**src/rtl/riscv_imem_arb.sv**
```systemverilog
// Instruction-memory arbiter: shares one single-port memory between the fetch unit
// and the debug/loader port, applying a fixed access latency and one response per grant.
module riscv_imem_arb #(
   parameter int INST_WIDTH = 32,
   parameter int PC_WIDTH   = 15,
   parameter int MEM_LAT    = 1
) (
   input  logic                  clk,
   input  logic                  reset,
   input  logic                  f_req,
   input  logic [PC_WIDTH-1:0]   f_addr,
   output logic                  f_gnt,
   output logic                  f_rvalid,
   output logic [INST_WIDTH-1:0] f_rdata,
   output logic                  f_err,
   input  logic                  d_req,
   input  logic                  d_we,
   input  logic [PC_WIDTH-1:0]   d_addr,
   input  logic [INST_WIDTH-1:0] d_wdata,
   output logic                  d_gnt,
   output logic                  d_rvalid,
   output logic [INST_WIDTH-1:0] d_rdata,
   output logic                  d_err,
   output logic                  mem_en,
   output logic                  mem_we,
   output logic [PC_WIDTH-3:0]   mem_addr,
   output logic [INST_WIDTH-1:0] mem_wdata,
   input  logic [INST_WIDTH-1:0] mem_rdata
);

   typedef enum logic [1:0] {
      IDLE   = 2'd0,
      ACCESS = 2'd1,
      RESP   = 2'd2
   } state_t;

   localparam logic [2:0] LAT_INIT = 3'(MEM_LAT);

   state_t                state_q, state_d;
   logic [2:0]            cnt_q, cnt_d;
   logic                  rr_q, rr_d;       // 1: debug wins the next tie
   logic                  own_q, own_d;     // 1: current access belongs to debug
   logic                  f_gnt_q, f_gnt_d;
   logic                  d_gnt_q, d_gnt_d;
   logic                  f_rvalid_q, f_rvalid_d;
   logic                  d_rvalid_q, d_rvalid_d;
   logic [INST_WIDTH-1:0] f_rdata_q, f_rdata_d;
   logic [INST_WIDTH-1:0] d_rdata_q, d_rdata_d;
   logic                  f_err_q, f_err_d;
   logic                  d_err_q, d_err_d;
   logic                  mem_en_q, mem_en_d;
   logic                  mem_we_q, mem_we_d;
   logic [PC_WIDTH-3:0]   mem_addr_q, mem_addr_d;
   logic [INST_WIDTH-1:0] mem_wdata_q, mem_wdata_d;

   logic                  f_req_v;
   logic                  d_req_v;
   logic                  pick_dbg;
   logic                  arb_go;
   logic [PC_WIDTH-1:0]   sel_addr;
   logic                  sel_we;
   logic [INST_WIDTH-1:0] sel_wdata;
   logic [INST_WIDTH-1:0] resp_data;

   // A requester still holds req during its own grant cycle; that belongs to
   // the request already granted and must not be arbitrated a second time.
   assign f_req_v   = f_req & ~f_gnt_q;
   assign d_req_v   = d_req & ~d_gnt_q;
   assign pick_dbg  = d_req_v & (~f_req_v | rr_q);
   assign arb_go    = (state_q != ACCESS) & (f_req_v | d_req_v);
   assign sel_addr  = pick_dbg ? d_addr : f_addr;
   assign sel_we    = pick_dbg & d_we;
   assign sel_wdata = pick_dbg ? d_wdata : '0;
   assign resp_data = mem_we_q ? '0 : mem_rdata;

   always_comb begin
      state_d     = state_q;
      cnt_d       = cnt_q;
      rr_d        = rr_q;
      own_d       = own_q;
      f_gnt_d     = 1'b0;
      d_gnt_d     = 1'b0;
      f_rvalid_d  = 1'b0;
      d_rvalid_d  = 1'b0;
      f_rdata_d   = f_rdata_q;
      d_rdata_d   = d_rdata_q;
      f_err_d     = f_err_q;
      d_err_d     = d_err_q;
      mem_en_d    = 1'b0;
      mem_we_d    = 1'b0;
      mem_addr_d  = mem_addr_q;
      mem_wdata_d = mem_wdata_q;

      case (state_q)
         ACCESS: begin
            if (cnt_q == 3'd1) begin
               state_d = RESP;
               cnt_d   = 3'd0;
               if (own_q) begin
                  d_rvalid_d = 1'b1;
                  d_rdata_d  = resp_data;
                  d_err_d    = 1'b0;
               end else begin
                  f_rvalid_d = 1'b1;
                  f_rdata_d  = resp_data;
                  f_err_d    = 1'b0;
               end
            end else begin
               cnt_d    = cnt_q - 3'd1;
               mem_en_d = 1'b1;
               mem_we_d = mem_we_q;
            end
         end
         default: begin
            state_d = IDLE;
            if (arb_go) begin
               own_d   = pick_dbg;
               rr_d    = ~pick_dbg;
               f_gnt_d = ~pick_dbg;
               d_gnt_d = pick_dbg;
               if (sel_addr[1:0] == 2'b00) begin
                  state_d     = ACCESS;
                  cnt_d       = LAT_INIT;
                  mem_en_d    = 1'b1;
                  mem_we_d    = sel_we;
                  mem_addr_d  = sel_addr[PC_WIDTH-1:2];
                  mem_wdata_d = sel_wdata;
               end else begin
                  // Misaligned: answer immediately, memory is never touched.
                  state_d = RESP;
                  if (pick_dbg) begin
                     d_rvalid_d = 1'b1;
                     d_rdata_d  = '0;
                     d_err_d    = 1'b1;
                  end else begin
                     f_rvalid_d = 1'b1;
                     f_rdata_d  = '0;
                     f_err_d    = 1'b1;
                  end
               end
            end
         end
      endcase
   end

   always_ff @(posedge clk or posedge reset) begin
      if (reset) begin
         state_q     <= IDLE;
         cnt_q       <= 3'd0;
         rr_q        <= 1'b0;
         own_q       <= 1'b0;
         f_gnt_q     <= 1'b0;
         d_gnt_q     <= 1'b0;
         f_rvalid_q  <= 1'b0;
         d_rvalid_q  <= 1'b0;
         f_rdata_q   <= '0;
         d_rdata_q   <= '0;
         f_err_q     <= 1'b0;
         d_err_q     <= 1'b0;
         mem_en_q    <= 1'b0;
         mem_we_q    <= 1'b0;
         mem_addr_q  <= '0;
         mem_wdata_q <= '0;
      end else begin
         state_q     <= state_d;
         cnt_q       <= cnt_d;
         rr_q        <= rr_d;
         own_q       <= own_d;
         f_gnt_q     <= f_gnt_d;
         d_gnt_q     <= d_gnt_d;
         f_rvalid_q  <= f_rvalid_d;
         d_rvalid_q  <= d_rvalid_d;
         f_rdata_q   <= f_rdata_d;
         d_rdata_q   <= d_rdata_d;
         f_err_q     <= f_err_d;
         d_err_q     <= d_err_d;
         mem_en_q    <= mem_en_d;
         mem_we_q    <= mem_we_d;
         mem_addr_q  <= mem_addr_d;
         mem_wdata_q <= mem_wdata_d;
      end
   end

   assign f_gnt     = f_gnt_q;
   assign d_gnt     = d_gnt_q;
   assign f_rvalid  = f_rvalid_q;
   assign d_rvalid  = d_rvalid_q;
   assign f_rdata   = f_rdata_q;
   assign d_rdata   = d_rdata_q;
   assign f_err     = f_err_q;
   assign d_err     = d_err_q;
   assign mem_en    = mem_en_q;
   assign mem_we    = mem_we_q;
   assign mem_addr  = mem_addr_q;
   assign mem_wdata = mem_wdata_q;

endmodule

```
**config.mk**
```make
export PLATFORM = sky130hd
export DESIGN_NAME = riscv_imem_arb
export DESIGN_NICKNAME = d
export VERILOG_FILES = /design/src/rtl/riscv_imem_arb.sv
export SDC_FILE = /design/constraint.sdc
export NUM_CORES = 1
export LEC_CHECK = 0
export BUFFER_PORTS_ARGS = -buffer_cell sky130_fd_sc_hd__buf_2
export CAP_MARGIN = 20
export CORE_ASPECT_RATIO = 0.8
export CORE_UTILIZATION = 46
export DETAILED_ROUTE_END_ITERATION = 12
export GPL_TIMING_DRIVEN = 0
export PLACE_DENSITY = 0.79
export REMOVE_ABC_BUFFERS = 1
export SETUP_SLACK_MARGIN = 0.4
export SLEW_MARGIN = 20
export SYNTH_ARGS = -nofsm -noshare
export SYNTH_HDL_FRONTEND = slang
export SYNTH_SLANG_ARGS = --single-unit
```
**constraint.sdc**
```tcl
create_clock -name clk -period 4.7 [get_ports clk]
set_input_delay 0.235 -clock clk [delete_from_list [all_inputs] [get_ports clk]]
set_output_delay 0.235 -clock clk [all_outputs]
set_load 0.02 [all_outputs]
```
**After elaboration in Yosys (flattened, before gate mapping)**

Index checks and enable logic that the tools add are counted.
Widths: inputs -> output; s select.

- Register bits: 124
- Input bits: 99
- Output and inout bits: 117

- Add/subtract/negate cells: 1
- Equality and inequality tests: 8
- Multiplexer cells: 59
- Bitwise operators: 12
- Reductions and logical operators: 9

Operators with widths:

| operator | count |
|---|---|
| $mux 32 | 14 |
| $mux 1 | 36 |
| $mux 15 | 1 |
| $mux 3 | 4 |
| $reduce_and 5->1 | 2 |
| $mux 2 | 4 |
| $ne 2x1->1 const B | 3 |
| $ne 2x2->1 const B | 3 |
| $reduce_bool 2->1 | 3 |
| $and 1x1->1 | 5 |
| $not 1->1 | 5 |
| $reduce_and 2->1 | 2 |
| $eq 3x1->1 const B | 1 |
| $reduce_and 3->1 | 1 |
| $sub 3x1->3 const B | 1 |
| $eq 2x1->1 const B | 1 |
| $logic_not 2->1 | 1 |
| $or 1x1->1 | 2 |

**Logic depth before layout (Yosys ltp)**

Gate-level depths: netlist (run 1).

- Depth after elaboration: 10
- Depth in mapped cells: 8
- Mapped depth without buffers: 6

**Least setup slack after synthesis (run 1)**

OpenSTA, ideal clock, no wires.

- Path kind: register to register
- Start point: register f_gnt_q (netlist: f_gnt)
- End point: register mem_addr_q[1] (netlist: mem_addr[1])
- Setup time: 128 ps
- Arrival: 1,909 ps
- Data required time: 4,572 ps
- Slack: 2,663 ps
- Stages on the path, launching flop included: 6
- Period minus slack after synthesis: 2,037 ps
- Cell sequence: dfrtp_1 nand2b_1 o21ai_2 clkbuf_1 mux2_2 mux2_1

- Cells in the longest elaborated chain, start to end: 8
- Elaborated cells on any way between the ends: 10
- Classes of those cells: 1 x mux; 7 x bitwise; 2 x reduce/logical

RTL lines:

| what | line | text |
|---|---|---|
| start: declaration | 43 | `logic f_gnt_q, f_gnt_d;` |
| start signal: assignment | 169 | `f_gnt_q <= f_gnt_d;` |
| $not 1->1 (*) | 67 | `assign f_req_v = f_req & ~f_gnt_q;` |
| $and 1x1->1 (*) | 67 |  |
| $not 1->1 | 69 | `assign pick_dbg = d_req_v & (~f_req_v \| rr_q);` |
| $or 1x1->1 | 69 |  |
| $and 1x1->1 | 69 |  |
| $mux 15 | 71 | `assign sel_addr = pick_dbg ? d_addr : f_addr;` |
| $logic_not 2->1 | 121 | `if (sel_addr[1:0] == 2'b00) begin` |
| $reduce_and 3->1 (no source line) | n/a |  |
| end signal: assignment | 179 | `mem_addr_q <= mem_addr_d;` |
| end: declaration | 53 | `logic [PC_WIDTH-3:0] mem_addr_q, mem_addr_d;` |

Every way passes the cells marked *; elsewhere a longest branch is shown, timed or not.
A chain may end at the register's enable or synchronous reset.

**Worst setup path in the final report (run 1)**

- Start point: register f_gnt_q (netlist: f_gnt)
- End point: register mem_addr_q[7] (netlist: mem_addr[7])

Same word-level chain as after synthesis.

==> metrics.csv, run 1 <==
metric;value;unit
Core Area;9770;um^2
drt drc;0;
Fin. Hold Viols;0;
Placed Instances;657;
CTS Buffer Depth;2;
GP Congestion;0.740;
syn_area_per_cell;14.5;um^2
CTS tree;done;
XOR/XNOR Fraction of Synth Area;0;%
placed inst area;5990;um^2
Fin Clk Skew;5.64;ps
wl on met1;5000;um
routed vias/inst;5.43;
# IOs;216;
Adder-Cell Fraction of Synth Area;0.533;%
port bufs;215;
PostCTS Resize Cnt;0;
fin area;6660;um^2
DP Wirelength;8410;um
largest family of logic cells by synthesized area;compound AO/OA/AOI/OAI gates;
dominant cell type by area after synthesis;dfrtp_1;
WP data required;4980;ps
leading post-synthesis cells by cell area;dfrtp_1, a22o_1, mux2_1;
largest net degree at the start of global routing;68;
FP Rows;32;
# clock sinks;124;
Fin Setup TNS;0;ps
GRT Util Overall;24.1;%
Hold Worst Slack;54.7;ps
post-synthesis compound-gate area fraction;19.6;%
Pwr Density;746;nW/um^2
Die Height;92.3;um
Max IR drop VDD;378;uV
Cells after Synth;323;
Starting Density;48.0;%
uppermost layer routed;met4;
post-synthesis simple-gate area fraction;4.29;%
run status;completed;
via count;3745;
post-synthesis mux area share;6.19;%
leakage power;3.65;nW
DRT Pass-1 Iters;5;
Nets;642;
Slew HR;40.1;%
critical path fanouts, max;21;
Post-CTS Setup Repair Bufs;0;
routed len/inst;18.1;um
Initial DRC Count;202;
Worst-Skew Late Latency;400;ps
final core occ;68.1;%
initial antenna violation count;0;
Max H-tree Level;4;
Netlist cell types;35;
fin crit period;2550;ps
post-synth top area share;66.1;%
Area Overhead vs Synth;41.9;%
die span in x;115;um
Die Area;10600;um^2
top cells by count, synth;dfrtp_1, a22o_1, clkbuf_1;
fmax;392;MHz
Crit. End Element;register;
metal3 WL;1110;um
fillers;709;
sequential area share after synthesis;66.1;%
crit path launch type;register;
fin. max-slew vios;0;
antenna-violating nets left;0;
Setup-failing EPs final;0;
GR Overflow Total;0;
count leader, synth;dfrtp_1;
synthesis warning total;0;
number of global-route vias before repair;3713;
Max Cap Viol;0;
critical path type;register to register;
number of synthesized register bits;124;
first-pass GRT wire length;19200;um
wirelength, routed;12500;um
fraction of registers with async set/reset;100;%
number of flops mapped to enable cells by yosys;0;
fraction of layout cells with a size suffix above 1;49.8;%
met2 wire length;6300;um
Cell Area, Synth;4690;um^2
WP data arrival;2830;ps
clock transition at the registers of the reported paths;60;ps
final cycle utilization of the critical path;54.3;%
Synth Flop Type;dfrtp_1;
RSZ-0062 raised after global routing;no;
worst slew pin tran;898;ps
Diodes inserted;0;
Layout Cells excl Fill;690;
clock root buffer;clkbuf_16;
CTS buffer count;17;
Hold WC Path Type;primary input to register;
==> through the flow <==
step / setup slack, ps / power [W]
global route: 1950 / 0.00519
global placement: -1370 / 0.00342
finish: 2150 / 0.00497
detailed placement: 2130 / 0.00353
floorplan: 417 / 0.00281
CTS: 2130 / 0.00500
==> flip-flops by register name, summed over array words and instances, names as in the netlist, 2 cells and up <==
signal	count
cnt_q	3
d_rdata	32
f_rdata	32
mem_addr	13
mem_wdata	32
state_q	2
==> layer usage <==
metal,global-route usage (%),vias to the layer above
li1,-,1651
met1,29.7,1873
met2,40.3,209
met3,7.33,12
met4,8.01,0
met5,0,-
==> worst paths after layout <==
| check | startpoint | endpoint | slack [ps] | cells past startpoint |
|---|---|---|---|---|
| max | f_gnt | mem_addr[7] | 2150 | 6 |
| min | d_wdata[24] | mem_wdata[24] | 50 | 2 |
| max reg2reg | f_gnt | mem_addr[7] | 2150 | 6 |
| min reg2reg | f_err | f_err | 480 | 2 |
| max in group asynchronous | reset | f_rdata[0] | 3530 | 4 |
| min in group asynchronous | reset | d_rvalid | 460 | 3 |
==> critical path, stage by stage (launching register included) <==
cell and delay, ps:
dfrtp_1 380, nand2b_1 200, o21ai_2 710, a41oi_4 400, buf_16 280, buf_16 160, mux2_1 300
==> area by class of cell <==
class / instances / area, um^2 / share of cell area [%]
flip-flops and latches: 124 / 3100 / 46.6
multi-input cells: 168 / 1480 / 22.2
repair buffers: 222 / 1210 / 18.2
clock buffers: 19 / 443 / 6.65
clock inverters: 13 / 214 / 3.21
well taps: 136 / 170 / 2.56
inverters: 8 / 35.0 / 0.526
==> repair_timing <==
action,4_1_cts,5_1_grt
setup endpoints to repair,0,0
hold buffers,1,0
hold endpoints to repair,57,0
==> where the power goes <==
| part | leakage, nW | total [W] | switching, W | internal (W) |
|---|---|---|---|---|
| logic | 1.70 | 0.00179 | 0.00108 | 0.000706 |
| clock network | 0.314 | 0.00144 | 0.000484 | 0.000960 |
| registers | 1.64 | 0.00173 | 0.000242 | 0.00149 |
==> cells by family (layout without fill, tap and decap cells) <==
| group | after synthesis | count (layout) |
|---|---|---|
| DFF | 124 | 124 |
| AOI/OAI and AO/OA | 106 | 106 |
| adders and majority gates | 2 | 2 |
| muxes | 26 | 26 |
| buffers and inverters | 31 | 262 |
| and+or+nand+nor | 34 | 34 |
==> cell usage in the layout (no fill, tap or decap), types with 2 or more instances in the layout <==
| master | netlist | layout |
|---|---|---|
| clkbuf_16 | 0 | 17 |
| dfrtp_1 | 124 | 124 |
| nor2_4 | 0 | 2 |
| a21o_1 | 2 | 2 |
| nand2b_1 | 4 | 4 |
| nor2_1 | 4 | 2 |
| mux2i_1 | 2 | 2 |
| buf_2 | 2 | 215 |
| a22o_1 | 96 | 96 |
| mux2_1 | 12 | 12 |
| inv_1 | 7 | 6 |
| nand2_1 | 13 | 13 |
| buf_4 | 1 | 2 |
| mux2_2 | 12 | 12 |
| ha_1 | 2 | 2 |
| inv_6 | 0 | 3 |
| bufinv_16 | 0 | 5 |
| buf_16 | 0 | 4 |
| clkinv_4 | 0 | 3 |
| o21ai_0 | 2 | 2 |
| clkinvlp_4 | 0 | 2 |
No activity file was read; power rests on OpenSTA's default activity.
==> inputs of run 2 (changes only) <==
==> constraint.sdc (replaced) <==
create_clock -name clk -period 2.65 [get_ports clk]
set_input_delay 0.1325 -clock clk [delete_from_list [all_inputs] [get_ports clk]]
set_output_delay 0.1325 -clock clk [all_outputs]
set_load 0.02 [all_outputs]
==> run 2 against run 1 <==
Effect of this change: power up 82%; routed wire length up 19%; critical path depth unchanged; first-iteration DRC count up 31%; cell count up 9.6%; non-clock buffer count up 66; core utilization up 6.9 points.
==> metrics.csv, run 2 (synthesized netlist as in run 1, its figures left out) <==
metric;value;unit;change
run status;completed;;
Core Area;9770;um^2;unchanged
largest net degree at the start of global routing;68;;unchanged
crit path launch type;register;;
Max Cap Viol;0;;unchanged
CTS tree;done;;
GR Overflow Total;0;;unchanged
Area Overhead vs Synth;56.2;%;
leakage power;3.93;nW;+7.7%
commonest non-fill, non-tap cell in the layout;buf_2;;
Nets;708;;+10%
DP Wirelength;8410;um;unchanged
via count;4080;;+8.9%
share of power burned in combinational logic;36.9;%;+0.9 points
Int Pwr;0.00567;W;+80%
antenna-violating nets left;0;;unchanged
Clk pwr share;28.5;%;-0.6 points
RSZ-0062 raised after global routing;no;;
Slew HR;47.7;%;+7.6 points
Hold Worst Slack;29.4;ps;-25.3 ps
Reg2Reg Depth;6;;unchanged
Place WS;78.5;ps;-2050 ps
clock root buffer;clkbuf_16;;
final setup margin;537;ps;-1610 ps
fin crit period;2110;ps;-438 ps
routed len/inst;19.7;um;+8.6%
Max IR drop VDD;725;uV;+92%
Worst-Skew Late Latency;400;ps;about the same
Register Area;3100;um^2;unchanged
first-pass GRT wire length;22500;um;+18%
wirelength, routed;14900;um;+19%
Initial DRC Count;265;;+31%
Hold WC Path Type;primary input to register;;
Seq pwr share;34.6;%;-0.3 points
placed inst area;5990;um^2;unchanged
WP data arrival;2400;ps;-430 ps
CTS Buffer Depth;2;;unchanged
drt drc;0;;unchanged
fin. max-slew vios;0;;unchanged
Die Height;92.3;um;unchanged
DRT Pass-1 Iters;5;;unchanged
critical path type;register to register;;
CP endpoint;mem_addr[7];;
# IOs;216;;unchanged
Diodes inserted;0;;unchanged
die span in x;115;um;unchanged
Die Area;10600;um^2;unchanged
FP Rows;32;;unchanged
port bufs;215;;unchanged
Pwr Density;1230;nW/um^2;+65%
Placed Instances;657;;unchanged
Crit. End Element;register;;
Sw Share;37.2;%;+0.79 points
Setup-failing EPs final;0;;unchanged
CTS buffer count;17;;unchanged
Fin. Hold Viols;0;;unchanged
multi-input logic area;1490;um^2;+0.85%
Layout Cells excl Fill;756;;+9.6%
reg2reg end;mem_addr[7];;
fin area;7330;um^2;+10%
Fin Clk Skew;10.3;ps;+4.62 ps
routed vias/inst;5.40;;-0.57%
number of global-route vias before repair;4256;;+15%
GP Congestion;0.740;;unchanged
fillers;615;;-13%
flop-to-flop setup slack;540;ps;-1610 ps
clock transition at the registers of the reported paths;60;ps;about the same
initial antenna violation count;0;;unchanged
Reg2Reg Launch Point;rr_q;;
GRT Util Overall;28.6;%;+4.5 points
Starting Density;48.0;%;unchanged
critical path fanouts, max;21;;unchanged
fmax;473;MHz;+21%
P_sw;0.00336;W;+86%
Max H-tree Level;4;;unchanged
fraction of layout cells with a size suffix above 1;44.8;%;-5.0 points
final cycle utilization of the critical path;79.8;%;+25 points
CP Launch Point;rr_q;;
worst slew pin tran;783;ps;-115 ps
# clock sinks;124;;unchanged
WP data required;2930;ps;-2050 ps
commonest non-fill, non-tap cells in the layout;buf_2, dfrtp_1, a22o_1;;
-- run 2: power groups by stage --
stage / clock network, W / logic [W] / registers, W
finish: 0.00258 / 0.00334 / 0.00312
global route: 0.00269 / 0.00353 / 0.00319
CTS: 0.00259 / 0.00330 / 0.00307
detailed placement: 0 / 0.00318 / 0.00307
global placement: 0 / 0.00303 / 0.00303
floorplan: 0 / 0.00107 / 0.00392
-- run 2: final cells by class --
cell class | count | area share [%]
Timing Repair Buffer | 288 | 25.5
Multi-Input combinational cell | 168 | 20.4
Tap cell | 136 | 2.32
Clock inverter | 13 | 2.92
Inverter | 8 | 0.478
Sequential cell | 124 | 42.3
Clock buffer | 19 | 6.05
-- run 2: how the worst min path moves through the flow --
stage,slack (ps),depth (start not counted),end,startpoint
6_report,30,3,mem_addr[0],d_addr[2]
2_1_floorplan,270,1,d_rdata[0],mem_rdata[0]
4_1_cts,20,3,mem_addr[0],d_addr[2]
3_3_place_gp,360,2,mem_wdata[13],d_wdata[13]
3_5_place_dp,220,2,mem_wdata[9],reset
5_1_grt,60,3,mem_addr[3],f_addr[5]
-- run 2: repair_timing --
item	4_1_cts	5_1_grt
endpoints found under the hold margin	149	0
endpoints found under the setup margin	41	0
resized for setup	2	0
setup buffers	1	0
hold buffers	66	0
-- run 2: routing by layer --
layer | vias to the layer above | GRT usage, % | part of all wire, %
met4 | 0 | 10.2 | 1.6
met2 | 235 | 50.1 | 52
li1 | 1784 | - | -
met3 | 20 | 7.92 | 7.7
met5 | - | 0 | 0
met1 | 2041 | 33.6 | 39
-- run 2: critical path, cell delays in order, from the launching register on --
cell	delay, ps
dfrtp_1	440
nor3b_2	300
nor4_4	90
a41oi_4	440
buf_16	230
buf_16	170
mux2_1	320
-- run 2: stage by stage --
stage	TNS [ps]	power [W]	util, %
global placement	-426370	0.00606	59.5
finish	0	0.00904	75.0
floorplan	-169800	0.00499	-
detailed placement	0	0.00625	61.3
global route	0	0.00940	75.0
CTS	0	0.00896	75.0
==> inputs of run 3 (changes only) <==
==> constraint.sdc (replaced) <==
create_clock -name clk -period 2.2 [get_ports clk]
set_input_delay 0.11 -clock clk [delete_from_list [all_inputs] [get_ports clk]]
set_output_delay 0.11 -clock clk [all_outputs]
set_load 0.02 [all_outputs]
==> run 3 against run 2 <==
Effect of this change: clock skew is essentially flat; combinational power grew 32%; sequential share of layout area shrank 1.5 points.
==> metrics.csv, run 3 (synthesized netlist as in run 1, its figures left out) <==
metric;value;unit;change
antenna-violating nets left;0;;unchanged
fillers;587;;-4.6%
final core occ;77.7;%;+2.7 points
crit path launch type;register;;
Die Area;10600;um^2;unchanged
Initial DRC Count;323;;+22%
number of global-route vias before repair;4390;;+3.1%
Place WS;-371;ps;-450 ps
Area Overhead vs Synth;61.9;%;
drt drc;0;;unchanged
DRT Pass-1 Iters;5;;unchanged
Crit. End Element;register;;
GR Overflow Total;0;;unchanged
Fin. Hold Viols;0;;unchanged
fin. max-slew vios;0;;unchanged
Max Cap Viol;0;;unchanged
# IOs;216;;unchanged
Pwr Density;1490;nW/um^2;+20%
Starting Density;48.0;%;unchanged
Hold WC Path Type;primary input to register;;
# clock sinks;124;;unchanged
routed len/inst;21.3;um;+7.9%
largest net degree at the start of global routing;68;;unchanged
port bufs;215;;unchanged
Slew HR;64.0;%;+16 points
Max H-tree Level;4;;unchanged
clock root buffer;clkbuf_16;;
wirelength, routed;16500;um;+11%
Diodes inserted;0;;unchanged
leakage power;4.08;nW;+3.9%
Hold Worst Slack;44.3;ps;+14.9 ps
RSZ-0062 raised after global routing;yes;;
GRT Util Overall;30.0;%;+1.5 points
DP Wirelength;8410;um;unchanged
final cycle utilization of the critical path;83.9;%;+4.2 points
via count;4215;;+3.3%
fin crit period;1850;ps;-268 ps
Core Area;9770;um^2;unchanged
WP data required;2480;ps;-450 ps
routed vias/inst;5.45;;+0.91%
FP Rows;32;;unchanged
first-pass GRT wire length;23500;um;+4.3%
CTS tree;done;;
clock transition at the registers of the reported paths;60;ps;about the same
Nets;726;;+2.5%
Die Height;92.3;um;unchanged
Fin Clk Skew;9.96;ps;-0.292 ps
final setup margin;354;ps;-182 ps
critical path type;register to register;;
fraction of layout cells with a size suffix above 1;47.8;%;+3.0 points
WP data arrival;2130;ps;-270 ps
CTS buffer count;17;;unchanged
Worst-Skew Late Latency;400;ps;about the same
fmax;542;MHz;+14%
GP Congestion;0.740;;unchanged
CTS Buffer Depth;2;;unchanged
initial antenna violation count;0;;unchanged
critical path fanouts, max;7;;-67%
die span in x;115;um;unchanged
Setup-failing EPs final;0;;unchanged
worst slew pin tran;540;ps;-243 ps
run status;completed;;
commonest non-fill, non-tap cells in the layout;buf_2, dfrtp_1, a22o_1;;
commonest non-fill, non-tap cell in the layout;buf_2;;
Max IR drop VDD;944;uV;+30%
## run 3: final cells by class
cell class	instances	area (um^2)	share of cell area (%)
Clock inverter	13	214	2.82
Sequential cell	124	3100	40.9
Timing Repair Buffer	300	2030	26.7
Clock buffer	19	443	5.83
Multi-Input combinational cell	174	1600	21.0
Inverter	8	35.0	0.461
Tap cell	136	170	2.24
## run 3: worst max-delay path, cell delays in order (launching register included)
cell and delay (ps):
dfrtp_2 430, nor3b_4 290, nor4_4 90, a41oi_4 250
clkbuf_16 220, buf_4 130, mux2_1 320
## run 3: what timing repair did
action / 4_1_cts / 5_1_grt
setup buffers: 4 / 6
gates cloned: 3 / 5
setup endpoints to repair: 115 / 97
resized for setup: 9 / 18
hold buffers: 67 / 0
hold endpoints to repair: 155 / 0
pin swaps: 3 / 10
## run 3: worst paths after layout
check	start	end	slack, ps	depth (start not counted)
worst max register to register	rr_q	mem_addr[8]	350	6
min in group asynchronous	reset	f_rdata[12]	340	3
worst min register to register	mem_addr[11]	mem_addr[11]	490	1
max in group asynchronous	reset	rr_q	1130	4
worst min-delay path	d_addr[5]	mem_addr[3]	40	3
worst max-delay path	rr_q	mem_addr[8]	350	6
## run 3: report_power, final
part           leakage, nW  switching [W]  total, W  internal (W)
combinational         2.13        0.00257   0.00440       0.00182
sequential            1.63       0.000589   0.00377       0.00318
clock                0.314        0.00106   0.00311       0.00205
## run 3: metrics by stage
step	instance area, um^2	cells	setup TNS [ps]	total power [W]
final	7590	774	0	0.0113
after floorplan	4570	300	-248560	0.00601
after CTS	7410	763	0	0.0109
after global placement	5820	651	-530700	0.00730
after global routing	7590	774	0	0.0117
after detailed placement	5990	657	-7870	0.00753
## run 3: metal layers
| metal | part of all wire [%] | wire length [um] | vias to the layer above | track usage (%) |
|---|---|---|---|---|
| met1 | 39 | 6340 | 2138 | 34.9 |
| met4 | 1.4 | 229 | 0 | 12.3 |
| met2 | 53 | 8670 | 241 | 52.4 |
| met5 | 0 | 0 | - | 0 |
| met3 | 7.4 | 1210 | 18 | 8.25 |
| li1 | - | - | 1818 | - |
